==> config.mk <==
export PLATFORM = sky130hd
export DESIGN_NAME = reg_file_sb
export DESIGN_NICKNAME = d
export VERILOG_FILES = /design/src/rtl/reg_file_sb.sv
export SDC_FILE = /design/constraint.sdc
export NUM_CORES = 1
export LEC_CHECK = 0
export BUFFER_PORTS_ARGS = -buffer_cell sky130_fd_sc_hd__buf_2
export CAP_MARGIN = 20
export CORE_UTILIZATION = 55
export CTS_BUF_LIST = sky130_fd_sc_hd__clkbuf_4
export CTS_CLUSTER_SIZE = 40
export DETAILED_ROUTE_END_ITERATION = 16
export HOLD_SLACK_MARGIN = 0.05
export PLACE_DENSITY_LB_ADDON = 0.12
export SYNTH_ARGS = -nofsm -noshare
export SYNTH_HDL_FRONTEND = slang
export SYNTH_SLANG_ARGS = --single-unit
==> constraint.sdc <==
create_clock -name clk -period 2.51 [get_ports clk]
set_input_delay 0.251 -clock clk [delete_from_list [all_inputs] [get_ports clk]]
set_output_delay 0.251 -clock clk [all_outputs]
set_load 0.005 [all_outputs]
==> src/rtl/reg_file_sb.sv <==
// reg_file_sb -- LC-3b general-purpose register file with a per-register
// scoreboard and an NZP condition-code register.
//
// Optional feature macro: REG_FILE_BYPASS_EN
//   defined   : write-to-read forwarding. A same-cycle write to a read address
//               drives that port's data with the write data and clears its busy
//               indication.
//   undefined : read data and busy bits come from registered state only.
//
// Ports:
//   clk, reset        core clock; synchronous active-high reset
//   raddr1/raddr2     read addresses
//   out1/out2         combinational read data
//   busy1/busy2       scoreboard bit of the register at raddr1/raddr2
//   we, waddr, in     write port (active-high enable)
//   set_cc            update cc from in when we is high
//   cc                {N,Z,P}, registered
//   rsv, rsv_addr     reserve (mark busy) a register
//   rsv_ok            combinational: a reservation at rsv_addr would be accepted
//   rsv_err           registered one-cycle pulse: a reservation was rejected
//
// Handshake note: a reservation is accepted in the cycle where rsv and rsv_ok
// are both high. rsv_ok is low only when the target is already busy and is not
// being written in the same cycle. A rejected reservation leaves state alone
// and raises rsv_err for the following cycle.
module reg_file_sb #(
  parameter int WIDTH  = 16,
  parameter int DEPTH  = 8,
  parameter int ADDR_W = 3
) (
  input  logic              clk,
  input  logic              reset,
  input  logic [ADDR_W-1:0] raddr1,
  input  logic [ADDR_W-1:0] raddr2,
  output logic [WIDTH-1:0]  out1,
  output logic [WIDTH-1:0]  out2,
  output logic              busy1,
  output logic              busy2,
  input  logic              we,
  input  logic [ADDR_W-1:0] waddr,
  input  logic [WIDTH-1:0]  in,
  input  logic              set_cc,
  output logic [2:0]        cc,
  input  logic              rsv,
  input  logic [ADDR_W-1:0] rsv_addr,
  output logic              rsv_ok,
  output logic              rsv_err
);

  logic [WIDTH-1:0] regs [DEPTH];
  logic [DEPTH-1:0] busy;
  logic [DEPTH-1:0] busy_next;
  logic [2:0]       cc_from_in;

  // A busy register may be re-reserved in the same cycle its result is written.
  assign rsv_ok = ~busy[rsv_addr] | (we & (waddr == rsv_addr));

  always_comb begin
    if (in[WIDTH-1])   cc_from_in = 3'b100;
    else if (in == '0) cc_from_in = 3'b010;
    else               cc_from_in = 3'b001;
  end

  // Write clears busy; an accepted reservation sets it and wins over the clear.
  always_comb begin
    busy_next = busy;
    if (we) busy_next[waddr] = 1'b0;
    if (rsv && rsv_ok) busy_next[rsv_addr] = 1'b1;
  end

  always_ff @(posedge clk) begin
    if (reset) begin
      for (int i = 0; i < DEPTH; i++) regs[i] <= '0;
      busy    <= '0;
      cc      <= 3'b010;
      rsv_err <= 1'b0;
    end else begin
      if (we) begin
        regs[waddr] <= in;
        if (set_cc) cc <= cc_from_in;
      end
      busy    <= busy_next;
      rsv_err <= rsv & ~rsv_ok;
    end
  end

`ifdef REG_FILE_BYPASS_EN
  always_comb begin
    out1  = regs[raddr1];
    out2  = regs[raddr2];
    busy1 = busy[raddr1];
    busy2 = busy[raddr2];
    if (we && (waddr == raddr1)) begin
      out1  = in;
      busy1 = 1'b0;
    end
    if (we && (waddr == raddr2)) begin
      out2  = in;
      busy2 = 1'b0;
    end
  end
`else
  assign out1  = regs[raddr1];
  assign out2  = regs[raddr2];
  assign busy1 = busy[raddr1];
  assign busy2 = busy[raddr2];
`endif

endmodule
Word-level counts from Yosys, hierarchy flattened
Memory sizes are Yosys's and may differ from the RTL's.
Index checks and enable logic that the tools add are counted.
Widths: inputs -> output; s select.
{ "word_totals": {"latch_bits": 0, "register_bits": 12, "memories": 1, "input_bits": 33, "mem_bits_ro": 0, "ram_bits": 128, "out_inout_bits": 39} }
{ "memory_table": {"columns": ["name", "words", "width", "rd", "rd_clocked_by_memory_dff", "wr", "line_no", "source"], "rows": [
  ["regs", 8, 16, 2, 0, 8, "50", "logic [WIDTH-1:0] regs [DEPTH];"]
]} }
{ "classes": {"n_mux": 22, "reduce_logical": 6, "n_eq_ne": 1, "multipliers": 0, "order_cmp": 6, "bitwise_logic": 8, "shifts": 0, "add_sub_neg": 0, "div": 0} }
{ "op_table": {"columns": ["operator", "count"], "rows": [
  ["$logic_not 16->1", 1],
  ["$lt 3x4->1 const B", 4],
  ["$mux 16", 1],
  ["$mux 8", 2],
  ["$reduce_or 16->1", 1],
  ["$mux 1", 11],
  ["$bmux 1 s3", 3],
  ["$and 8x8->8", 1],
  ["$not 8->8", 1],
  ["$or 8x8->8", 1],
  ["$demux 1 s3", 2],
  ["$ge 3x1->1 const B", 2],
  ["$mux 3", 2],
  ["$eq 3x3->1", 1],
  ["$logic_and 1x1->1", 3],
  ["$and 1x1->1", 2],
  ["$mux 2", 1],
  ["$not 1->1", 2],
  ["$reduce_and 2->1", 1],
  ["$or 1x1->1", 1]
]} }

Depth between registers and ports, before layout
{ "logic_depth": {"depth_word": 9, "mapped_depth": 5, "depth_no_buf": 4} }

Worst setup path before layout
OpenSTA, ideal clock, no wires.
{ "synth_path": {"kind": "in2reg", "start": "input port waddr[0]", "end": "memory regs[6][0], enable pin", "path_buffers": 1, "setup_slack_ns": 0.632, "arrival_time_ns": 1.484, "stages": 3, "path_cell_list": "buf_2 > nand2b_1 > o21bai_1"} }
{ "synth_lines": {"columns": ["element", "line_no", "source"], "rows": [
  ["from (decl)", "40", "input logic [ADDR_W-1:0] waddr,"],
  ["to (decl)", "50", null]
]} }

==> flow_summary.yaml <==
yosys:
  yosys_warnings: 0
  synth_top_area_share_pct: 49.37
  ys_seq_elements: 140
  synthTopCellsByArea: "edfxtp_1, mux4_1, and2_1"
  synth-edff-count: 128
  synth_cells: 491
  syn-cell-area_um2: 7785
  postSynth.asyncResetShare_pct: 0
  yosysSeqAreaShare_pct: 52.46
  synth_commonest_cells: "and2_1, edfxtp_1, mux4_1"
  avgSynthCellArea_um2: 15.86
  yosysUniqueCellTypes: 45
  yosysMostFrequentCell: "and2_1"
  synth_nets: 524
  synth_top_flop_cell: "edfxtp_1"
  synth_largest_area_cell: "edfxtp_1"
drt:
  wl_um: 18730
  drc: 0
  drt-initial-drc-count: 361
  ant_nets: 0
  viasPerCell: 6.219
  first_pass_iters: 5
  route.vias.total: 4789
  wl_per_cell_um: 24.33
clocking:
  clk_pin_slew_ns: 0.12
  cts.htree.levels: 4
  cts.sinks: 140
  cts_root_buffer: "clkbuf_4"
  clock_latency_ns: 0.56
  cts_buffers: 17
  clk_path_buf_depth: 2
  cts_tree: "built"
  postCtsSetupBuffers: 0
sta:
  finalWorstSetupSlack_ns: 0.3057
  period_share_pct: 87.82
  slew_violations: 0
  finalSetupViolCount: 0
  finalCriticalPeriod_ns: 2.204
  hold_viol_final: 0
  worstMarginPinSlew_ns: 0.5906
  finClkSkew_ns: 0.01172
  fin_setup_tns_ns: 0
  slew_headroom_pct: 60.62
  fmax_ghz: 0.4537
  rsz0062_at_grt: "no"
run_status:
  status: "finished, final reports clean"
place:
  port_buffers: 71
  post-place-ws_ns: 0.5823
  dpl.hpwl_um: 11370
  gp_congestion: 0.7658
worst_setup_path:
  rr_startpoint: "busy[5]"
  cp-end-kind: "output port"
  arrival_ns: 1.95
  startpoint: "regs[5][5]"
  worst_r2r_path_depth: 4
  rrSetupSlack_ns: 1.08
  worst_ep_required_time_ns: 2.26
  start_kind: "flip-flop"
  worstSetupPathType: "reg2out"
  worstReg2RegEnd: "busy[5]"
  crit_fanout: 2
layout:
  drive_gt1_share_pct: 30.51
  diodes: 0
  syn_to_final_growth_pct: 12.78
  multi_input_area_um2: 3460
  fillers: 1014
  seq_area_um2: 4084
  nets: 611
floorplan:
  fp-row-count: 43
  io_pins: 72
  initial_utilization_pct: 56.30
  die_height_um: 121.0
  fp.dieW_um: 121.0
  die_area_um2: 14630
  core_area_um2: 13830
power:
  clock_power_share_pct: 31.1
  p_leak_nw: 3.343
  comb_power_share_pct: 14.4
  swShare_pct: 24.17
  powerDensity_nw_per_um2: 576.9
  intPower_mw: 3.841
  pwr-share-seq_pct: 54.6
  switchingPower_mw: 1.224
  irDropWorstVdd_mv: 0.3960
hold_path:
  holdPathEnd: "regs[4][12]"
  hp-class: "in2reg"
  hold_depth: 2
  min_from: "in[12]"
global_route:
  grt_pass1_wl_um: 27960
  grt_overflow: 0
  antenna_found_initial: 0
  grt_usage_pct: 27.04
  grt_max_degree: 35
  grt_pass1_vias: 4802
flow_run:
  cap_violations: 0
layer usage:
metal / vias to the layer above / track usage, % / part of all wire, %
met4: 0 / 9.491 / 1.8
met3: 26 / 4.605 / 6.2
met1: 2438 / 37.95 / 43
li1: 2132 / - / -
met2: 193 / 42.86 / 49
met5: - / 0 / 0
power groups by stage:
stage                     registers [mW]  logic [mW]  clock network, mW
after floorplan                     2.78       0.462                  0
after global placement              2.80       0.704                  0
after detailed placement            2.81       0.716                  0
after CTS                           2.76       0.731               1.59
after global routing                2.78       0.777               1.68
final                               2.76       0.727               1.57
kinds of logic (layout without fill, tap and decap cells):
family,count (synthesis),after routing,synth area share (%)
xor+xnor,3,3,0.3376
simple gates,176,176,13.90
buf+inv,43,142,3.198
compound gates,25,25,2.507
flops,140,140,52.46
mux,104,104,27.60
worst max path at each step:
| stage | slack, ns | depth (start not counted) | endpoint |
|---|---|---|---|
| 3_5_place_dp | 0.58 | 5 | out1[0] |
| 2_1_floorplan | 0.63 | 3 | regs[6][0] |
| 4_1_cts | 0.28 | 3 | out1[8] |
| 3_3_place_gp | 0.61 | 5 | out1[0] |
| 6_report | 0.31 | 3 | out1[5] |
| 5_1_grt | 0.22 | 3 | out1[8] |
registers in the layout (all words and copies together) (netlist names):
register	cells
cc	3
busy	8
regs	128
rsv_err	1
cell type report:
| cell class | instances | share of cell area [%] |
|---|---|---|
| Multi-Input combinational cell | 308 | 39.40 |
| Sequential cell | 140 | 46.52 |
| Clock buffer | 17 | 1.454 |
| Clock inverter | 14 | 2.024 |
| Inverter | 8 | 0.3420 |
| Timing Repair Buffer | 103 | 7.696 |
| Tap cell | 180 | 2.565 |
through the flow:
stage	hold slack [ns]	cells	total power [mW]	utilization, %	instance area (um2)
3_5_place_dp	0.4518	727	3.529	60.42	8354
4_1_cts	0.05057	770	5.087	63.50	8780
5_1_grt	0.07352	770	5.237	63.50	8780
6_report	0.09345	770	5.065	63.50	8780
3_3_place_gp	0.4416	727	3.503	60.42	8354
2_1_floorplan	0.4135	491	3.242	-	7785
worst max-delay path, cell delays in order (launching register included):
cell	delay [ns]
edfxtp_1	0.44
mux4_1	0.54
mux2_2	0.30
buf_2	0.13
cells in the final DEF, fill, tap and decap left out, drive strengths merged:
cell type,n
o21bai,3
inv,8
dlygate4sd3,12
o31ai,2
nor4,4
a32o,4
a31oi,3
a22oi,2
a21oi,4
and2,129
or3,1
a21o,1
mux2,34
xnor2,3
clkbuf,17
o2bb2ai,2
bufinv,4
a311oi,1
nor3b,1
a31o,1
edfxtp,128
clkinv,6
o211ai,1
or2,1
a22o,1
clkinvlp,4
nand2b,4
mux4,68
nand2,7
nor2b,5
nand4,2
mux2i,2
nor2,12
dfxtp,12
and2b,1
buf,91
nor3,5
nand3,4
what timing repair did:
item,in CTS,in global routing
endpoints found under the hold margin,23,0
hold buffers,12,0
gates resized for setup,0,0
Power figures use the tool's default switching activity.
